### src/rtl/core_boot_loader.sv
// Byte-stream packet decoder feeding s_core's setup port: loads instruction memory and
// register file, then releases the core from setup mode on START until a HALT byte.
module core_boot_loader #(
    parameter int TIMEOUT_CYCLES = 1024,
    parameter int CNT_W          = 16
) (
    input  logic             clk,
    input  logic             rst,
    input  logic [7:0]       i_rx_data,
    input  logic             i_rx_valid,
    output logic             o_rx_ready,
    output logic [31:0]      o_inst_mem_addr,
    output logic [31:0]      o_inst_mem_data,
    output logic             o_inst_mem_we,
    output logic [4:0]       o_load_reg_addr,
    output logic [31:0]      o_load_reg_data,
    output logic             o_load_reg_we,
    output logic [31:0]      o_pc_instr_start_addr,
    output logic             o_setup,
    output logic [CNT_W-1:0] o_inst_count,
    output logic             o_err
);

    localparam int GAP_W = $clog2(TIMEOUT_CYCLES + 1);
    localparam logic [GAP_W-1:0] GAP_LAST = GAP_W'(TIMEOUT_CYCLES - 1);

    typedef enum logic [2:0] {
        S_IDLE,
        S_ADDR,
        S_DATA,
        S_COMMIT,
        S_RUN
    } state_t;

    typedef enum logic [1:0] {
        C_INST,
        C_REG,
        C_START
    } cmd_t;

    state_t            state;
    cmd_t              cmd;
    logic [1:0]        byte_cnt;
    logic [GAP_W-1:0]  gap_cnt;
    logic [31:0]       addr_sr;
    logic [23:0]       data_sr;
    logic [4:0]        reg_idx;
    logic              accept;

    assign o_rx_ready = (state != S_COMMIT);
    assign accept     = i_rx_valid && o_rx_ready;

    always_ff @(posedge clk or posedge rst) begin
        if (rst) begin
            state                 <= S_IDLE;
            cmd                   <= C_INST;
            byte_cnt              <= '0;
            gap_cnt               <= '0;
            addr_sr               <= '0;
            data_sr               <= '0;
            reg_idx               <= '0;
            o_inst_mem_addr       <= '0;
            o_inst_mem_data       <= '0;
            o_inst_mem_we         <= 1'b0;
            o_load_reg_addr       <= '0;
            o_load_reg_data       <= '0;
            o_load_reg_we         <= 1'b0;
            o_pc_instr_start_addr <= '0;
            o_setup               <= 1'b1;
            o_inst_count          <= '0;
            o_err                 <= 1'b0;
        end else begin
            o_inst_mem_we <= 1'b0;
            o_load_reg_we <= 1'b0;

            // Inter-byte watchdog: a byte in the final idle cycle still counts as on time.
            if (state == S_ADDR || state == S_DATA) begin
                if (accept) begin
                    gap_cnt <= '0;
                end else if (gap_cnt == GAP_LAST) begin
                    gap_cnt  <= '0;
                    byte_cnt <= '0;
                    o_err    <= 1'b1;
                    state    <= S_IDLE;
                end else begin
                    gap_cnt <= gap_cnt + 1'b1;
                end
            end

            case (state)
                S_IDLE: begin
                    if (accept) begin
                        byte_cnt <= '0;
                        gap_cnt  <= '0;
                        case (i_rx_data)
                            8'h01: begin
                                cmd   <= C_INST;
                                state <= S_ADDR;
                            end
                            8'h02: begin
                                cmd   <= C_REG;
                                state <= S_ADDR;
                            end
                            8'h03: begin
                                cmd   <= C_START;
                                state <= S_ADDR;
                            end
                            default: o_err <= 1'b1;
                        endcase
                    end
                end

                S_ADDR: begin
                    if (accept) begin
                        addr_sr  <= {i_rx_data, addr_sr[31:8]};
                        byte_cnt <= byte_cnt + 2'd1;
                        if (cmd == C_REG) begin
                            reg_idx  <= i_rx_data[4:0];
                            byte_cnt <= '0;
                            state    <= S_DATA;
                        end else if (byte_cnt == 2'd3) begin
                            byte_cnt <= '0;
                            if (cmd == C_START) begin
                                o_pc_instr_start_addr <= {i_rx_data, addr_sr[31:8]};
                                o_setup               <= 1'b0;
                                state                 <= S_COMMIT;
                            end else begin
                                state <= S_DATA;
                            end
                        end
                    end
                end

                S_DATA: begin
                    if (accept) begin
                        data_sr  <= {i_rx_data, data_sr[23:8]};
                        byte_cnt <= byte_cnt + 2'd1;
                        if (byte_cnt == 2'd3) begin
                            byte_cnt <= '0;
                            state    <= S_COMMIT;
                            if (cmd == C_INST) begin
                                o_inst_mem_addr <= addr_sr;
                                o_inst_mem_data <= {i_rx_data, data_sr};
                                o_inst_mem_we   <= 1'b1;
                                if (o_inst_count != '1) begin
                                    o_inst_count <= o_inst_count + 1'b1;
                                end
                            end else if (reg_idx != '0) begin
                                // x0 is hardwired in the core, so its writes are silently dropped.
                                o_load_reg_addr <= reg_idx;
                                o_load_reg_data <= {i_rx_data, data_sr};
                                o_load_reg_we   <= 1'b1;
                            end
                        end
                    end
                end

                S_COMMIT: begin
                    state <= (cmd == C_START) ? S_RUN : S_IDLE;
                end

                S_RUN: begin
                    if (accept && i_rx_data == 8'h04) begin
                        o_setup <= 1'b1;
                        state   <= S_IDLE;
                    end
                end

                default: state <= S_IDLE;
            endcase
        end
    end

endmodule

### config.mk
export PLATFORM = sky130hd
export DESIGN_NAME = core_boot_loader
export DESIGN_NICKNAME = d
export VERILOG_FILES = /design/src/rtl/core_boot_loader.sv
export SDC_FILE = /design/constraint.sdc
export NUM_CORES = 1
export LEC_CHECK = 0
export ABC_AREA = 1
export BUFFER_PORTS_ARGS = -buffer_cell sky130_fd_sc_hd__buf_4
export CAP_MARGIN = 0
export CELL_PAD_IN_SITES_DETAIL_PLACEMENT = 0
export CELL_PAD_IN_SITES_GLOBAL_PLACEMENT = 1
export CORE_MARGIN = 4
export CORE_UTILIZATION = 39
export DETAILED_ROUTE_END_ITERATION = 7
export GPL_TIMING_DRIVEN = 0
export PLACE_DENSITY = 0.73
export RECOVER_POWER = 50
export SYNTH_ARGS = -nofsm -noshare
export SYNTH_HDL_FRONTEND = slang
export SYNTH_SLANG_ARGS = --single-unit
### constraint.sdc
create_clock -name clk -period 9.5 [get_ports clk]
set_clock_uncertainty 0.2 [all_clocks]
set_input_delay 0 -clock clk [delete_from_list [all_inputs] [get_ports clk]]
set_output_delay 0 -clock clk [all_outputs]
set_load 0.02 [all_outputs]
Yosys cells after proc, flatten, opt, wreduce, memory -nomap -nowiden

Index checks and enable logic that the tools add are counted.

Bitwise operators: 2
Div/mod/pow operators: 0
Multiply operators: 0
Mux-type cells: 50
Reduce and logical (&&, ||, !) cells: 18
Shift-type cells: 0
Add/sub/neg operators: 3
Order comparisons: 0
Eq/ne operators: 19

Operator list:

| cell                                                   | count |
|---|---|
| two-way mux 11 bit                                     | 5 |
| two-way mux 3 bit                                      | 12 |
| two-way mux 1 bit                                      | 21 |
| adder 16 x 1 -> 16 bit (second input constant)         | 1 |
| equality test 8 x 2 -> 1 bit (second input constant)   | 2 |
| two-way mux 2 bit                                      | 8 |
| != test 16 bit (second input constant)                 | 1 |
| case mux 3 bit (5 select lines)                        | 1 |
| AND reduction 5 bit                                    | 3 |
| case mux 2 bit (3 select lines)                        | 2 |
| adder 11 x 1 -> 11 bit (second input constant)         | 1 |
| equality test 11 x 10 -> 1 bit (second input constant) | 1 |
| equality test 8 x 1 -> 1 bit (second input constant)   | 1 |
| equality test 8 x 3 -> 1 bit (second input constant)   | 1 |
| equality test 3 x 2 -> 1 bit (second input constant)   | 2 |
| != test 2 bit (second input constant)                  | 3 |
| AND reduction 3 bit                                    | 2 |
| AND reduction 6 bit                                    | 1 |
| nonzero test 5 bit                                     | 1 |
| equality test 2 bit (second input constant)            | 2 |
| != test 2 x 1 -> 1 bit (second input constant)         | 2 |
| AND reduction 2 bit                                    | 2 |
| AND reduction 4 bit                                    | 1 |
| equality test 3 x 1 -> 1 bit (second input constant)   | 1 |
| other kinds (13)                                       | 15 |

ROM bits: 0
Input bits: 11
Memories kept: 0
Bits in latches: 0
Bits in writable memories: 0
Register bits: 232

Depth between registers and ports, before layout

Depth after elaboration: 8
Depth in mapped cells: 9
Mapped depth without buffers: 8

Least setup slack after synthesis

OpenSTA, ideal clock, no wires.

Path kind: register to register
From: reg o_inst_count[1]
To: reg o_inst_count[12]
Arrival time: 1.558 ns
Cell stages (with the launch flop): 10
Setup time: 0.117 ns
Path buffers: 1
Slack: 7.626 ns
Data required time: 9.183 ns
Cells stage by stage: dfrtp_1 ha_1 nand3_2 nor3_4 nand3_2 nand2_8 inv_4 buf_6 nand2_1 nand2_1

Cells in the longest elaborated chain, start to end: 2
Elaborated cells on any way between the ends: 3
Those cells by class: add/sub: 1; eq/ne: 1; reduce/logical: 1

RTL lines:

| what                                                           | line | source |
|---|---|---|
| start, declared                                                | 20   | `output logic [CNT_W-1:0] o_inst_count,` |
| start signal, assigned                                         | 146  | `o_inst_count <= o_inst_count + 1'b1;` |
| branches (longest 2 deep; another with adder 16 x 1 -> 16 bit) | -    |  |

Parallel ways; which one is timed is not known.
A chain may end at the register's enable or synchronous reset.

==> flow_metrics.env <==
export IMPL_status="finished, violations left"
export IMPL_violations="max-capacitance violations, max-slew violations"
export IMPL_crit_path_max_fanout=120
export IMPL_async_flop_share_pct=100
export IMPL_gp_congestion=0.828
export IMPL_start_kind="input pin"
export IMPL_worstRegToRegCells=7
export IMPL_period_share_pct=44.7
export IMPL_power_leakage_nw=5.09
export IMPL_synthCells=1002
export IMPL_synth_area_top_cells="dfrtp_1 62%, nand2_1 14%, o21ai_0 7.2%, o21ai_1 3.4%, inv_1 3.4%"
export IMPL_numCtsBuffers=26
export IMPL_tightest_slew_ns=5.31
export IMPL_synthDominantCellAreaShare_pct=62.2
export IMPL_slew_viol_final=121
export IMPL_cts_tree="yes"
export IMPL_vias=7405
export IMPL_grtUsageTotal_pct=19.2
export IMPL_rsz0062_at_grt="false"
export IMPL_overflow=0
export IMPL_ff2ff_setup_slack_ns=6.73
export IMPL_vdd_drop_max_uv=99.5
export IMPL_synth_cell_type_count=31
export IMPL_max_stage_delay_ns=2.95
export IMPL_r2r_start="state[2]"
export IMPL_cp_arrival_ns=3.71
export IMPL_syn_area_per_cell_sq_um=9.27
export IMPL_whs_path_depth=4
export IMPL_cp_cell_sequence="dlygate4sd3_1 > clkbuf_4 > clkinvlp_2"
export IMPL_drv_cap=1
export IMPL_r2r_end="cmd[0]"
export IMPL_yosysWarnings=0
export IMPL_final_core_util_pct=48.3
export IMPL_antenna_cells=0
export IMPL_die_area_sq_um=26400
export IMPL_antenna_found_initial=0
export IMPL_synth_main_ff_cell="dfrtp_1"
export IMPL_htree_levels=1
export IMPL_grt_pass1_wl_um=41000
export IMPL_io_pins=165
export IMPL_setup_slack_ns=5.25
export IMPL_drtAntennaViolNets=0
export IMPL_final_hold_viol_count=0
export IMPL_cp_end_kind="asynchronous set/reset pin"
export IMPL_via_per_inst=4.79
export IMPL_clockRootBuffer="clkbuf_16"
export IMPL_tns_ns=0
export IMPL_yosysTopAreaCell="dfrtp_1"
export IMPL_drc=0
export IMPL_core_area_sq_um=23500
export IMPL_min_path_type="input pin to flip-flop"
export IMPL_synth_area_sq_um=9290
export IMPL_drt_wirelength_per_cell_um=16.4
export IMPL_ctsLongestPathBuffers=3
export IMPL_clkTransAtPathRegs_ns=0.06
export IMPL_max_freq_mhz=235
export IMPL_area_growth_synth_to_final_pct=22.0
export IMPL_hpwl_um=17500
export IMPL_ys_ff_latch=232
export IMPL_period_minus_slack_ns=4.25
export IMPL_cts_sink_count=232
export IMPL_cts_hold_buf=17
export IMPL_synth_edff_count=0
export IMPL_die_w_um=162
export IMPL_first_pass_iters=5
export IMPL_setup_viol=0
export IMPL_drt_iter0_markers=495
export IMPL_hp_start="i_rx_data[7]"
export IMPL_cts_resized_gates=0
export IMPL_required_ns=8.95
export IMPL_critPathKind="input pin to asynchronous set/reset pin"
export IMPL_nets=1226
export IMPL_totalPowerFinal_mw=2.04
export IMPL_ys_seq_area_share_pct=62.5
export IMPL_rows=56
export IMPL_drive_gt1_share_pct=7.74
export IMPL_grt_max_degree=121
export IMPL_preCtsSetupSlack_ns=7.53
export IMPL_finish_instance_area_sq_um=11300
export IMPL_post_cts_buffers=0
export IMPL_start_util_pct=39.6
export IMPL_maxSlewHeadroom_pct=-256
export IMPL_grt_pass1_vias=7433
export IMPL_min_to="o_pc_instr_start_addr[31]"
export IMPL_synth_nets=1016
export IMPL_insertion_delay_ns=0.51
export IMPL_crit_slowest_cell="clkinvlp_2"
export IMPL_drt_wl_total_um=25300
export IMPL_dieHeight_um=162
export IMPL_power_density_nw_per_um2=180
export IMPL_placedInstanceArea_sq_um=11000
export IMPL_port_buffers=164
==> state kept, by name, summed over array words and instances, names as in the netlist, 2 cells and up <==
register and flops:
o_inst_mem_addr 32, addr_sr 32, o_load_reg_addr 5, state 3, o_pc_instr_start_addr 32, o_load_reg_data 32, gap_cnt 11, data_sr 24
o_inst_mem_data 32, o_inst_count 16, byte_cnt 2, cmd 2, reg_idx 5
==> critical path: cells and delay by family <==
| kind | cells | cell delay, ns |
|---|---|---|
| buf+inv | 3 | 3.61 |
==> worst max path at each step <==
stage                                      to         from  slack [ns]
after floorplan                    addr_sr[0]          rst        2.94
after global placement             gap_cnt[1]          rst        0.15
after global routing              addr_sr[26]          rst        4.33
after detailed placement  o_inst_mem_data[18]  byte_cnt[0]        7.53
final                              gap_cnt[2]          rst        5.25
after CTS                              cmd[0]     state[1]        6.70
==> logic make-up (layout without fill, tap and decap cells) <==
logic type / after synthesis / in the layout / share of synthesized area [%]
AND/OR/NAND/NOR: 410 / 410 / 18.2
buffers and inverters: 132 / 358 / 6.07
XOR/XNOR: 15 / 15 / 1.41
adder cells (fa/ha/maj): 3 / 3 / 0.404
flip-flops: 232 / 232 / 62.5
AO/OA/AOI/OAI: 210 / 210 / 11.4
==> synthesized netlist by cell type, types with 6 or more instances <==
master / count
nand3_1: 24
o21ai_1: 64
a21oi_1: 10
dfrtp_1: 231
nand2_1: 336
xnor2_1: 11
buf_2: 26
nand4_1: 6
nor2_1: 29
o21ai_0: 133
inv_1: 83
clkbuf_1: 12
==> cell type report <==
cell class / count / area, sq um
Fill cell: 2424 / 12100
Timing Repair Buffer: 182 / 855
Buffer: 44 / 231
Multi-Input combinational cell: 638 / 2900
Tap cell: 319 / 399
Clock buffer: 36 / 739
Sequential cell: 232 / 5810
Inverter: 88 / 334
Clock inverter: 8 / 72.6
==> per-stage QoR <==
stage                     hold slack [ns]  std cells
after floorplan                   -0.0404       1002
after global placement             0.0951       1485
after detailed placement           0.0328       1486
after CTS                          0.0372       1547
after global routing                0.269       1547
final                               0.248       1547
==> cell usage in the layout, fill, tap and decap left out, types with 2 or more instances in the layout <==
cell type      instances
nand3_2                2
o21ai_0              133
clkbuf_1             171
buf_4                 13
clkinvlp_4             3
o21ai_1               64
a21oi_1               10
dfrtp_1              231
buf_6                  3
nor3_1                 4
nand3_1               24
nand2_1              336
nand4_1                7
dlygate4sd3_1         17
clkinv_2               4
clkbuf_16             27
nand3b_1               2
nor2_1                30
inv_1                 83
clkbuf_8               3
xnor2_1               11
buf_2                 26
xor2_1                 4
inv_2                  2
ha_1                   3
==> per-layer routing <==
layer	GRT usage (%)	wire, um	vias up
met5	0	0	-
met2	31.2	12000	160
met1	27.8	11900	3616
met4	3.65	322	0
met3	3.21	1090	21
li1	-	-	3608
==> report_power, final <==
| part | total [mW] | internal, mW | switching, mW | leakage, nW |
|---|---|---|---|---|
| Clock | 0.959 | 0.567 | 0.392 | 0.392 |
| Combinational | 0.0662 | 0.0207 | 0.0455 | 1.49 |
| Sequential | 1.01 | 1.00 | 0.0123 | 3.21 |
| Total | 2.04 | 1.59 | 0.450 | 5.09 |
Note: power is estimated with default switching activity, not from simulation.
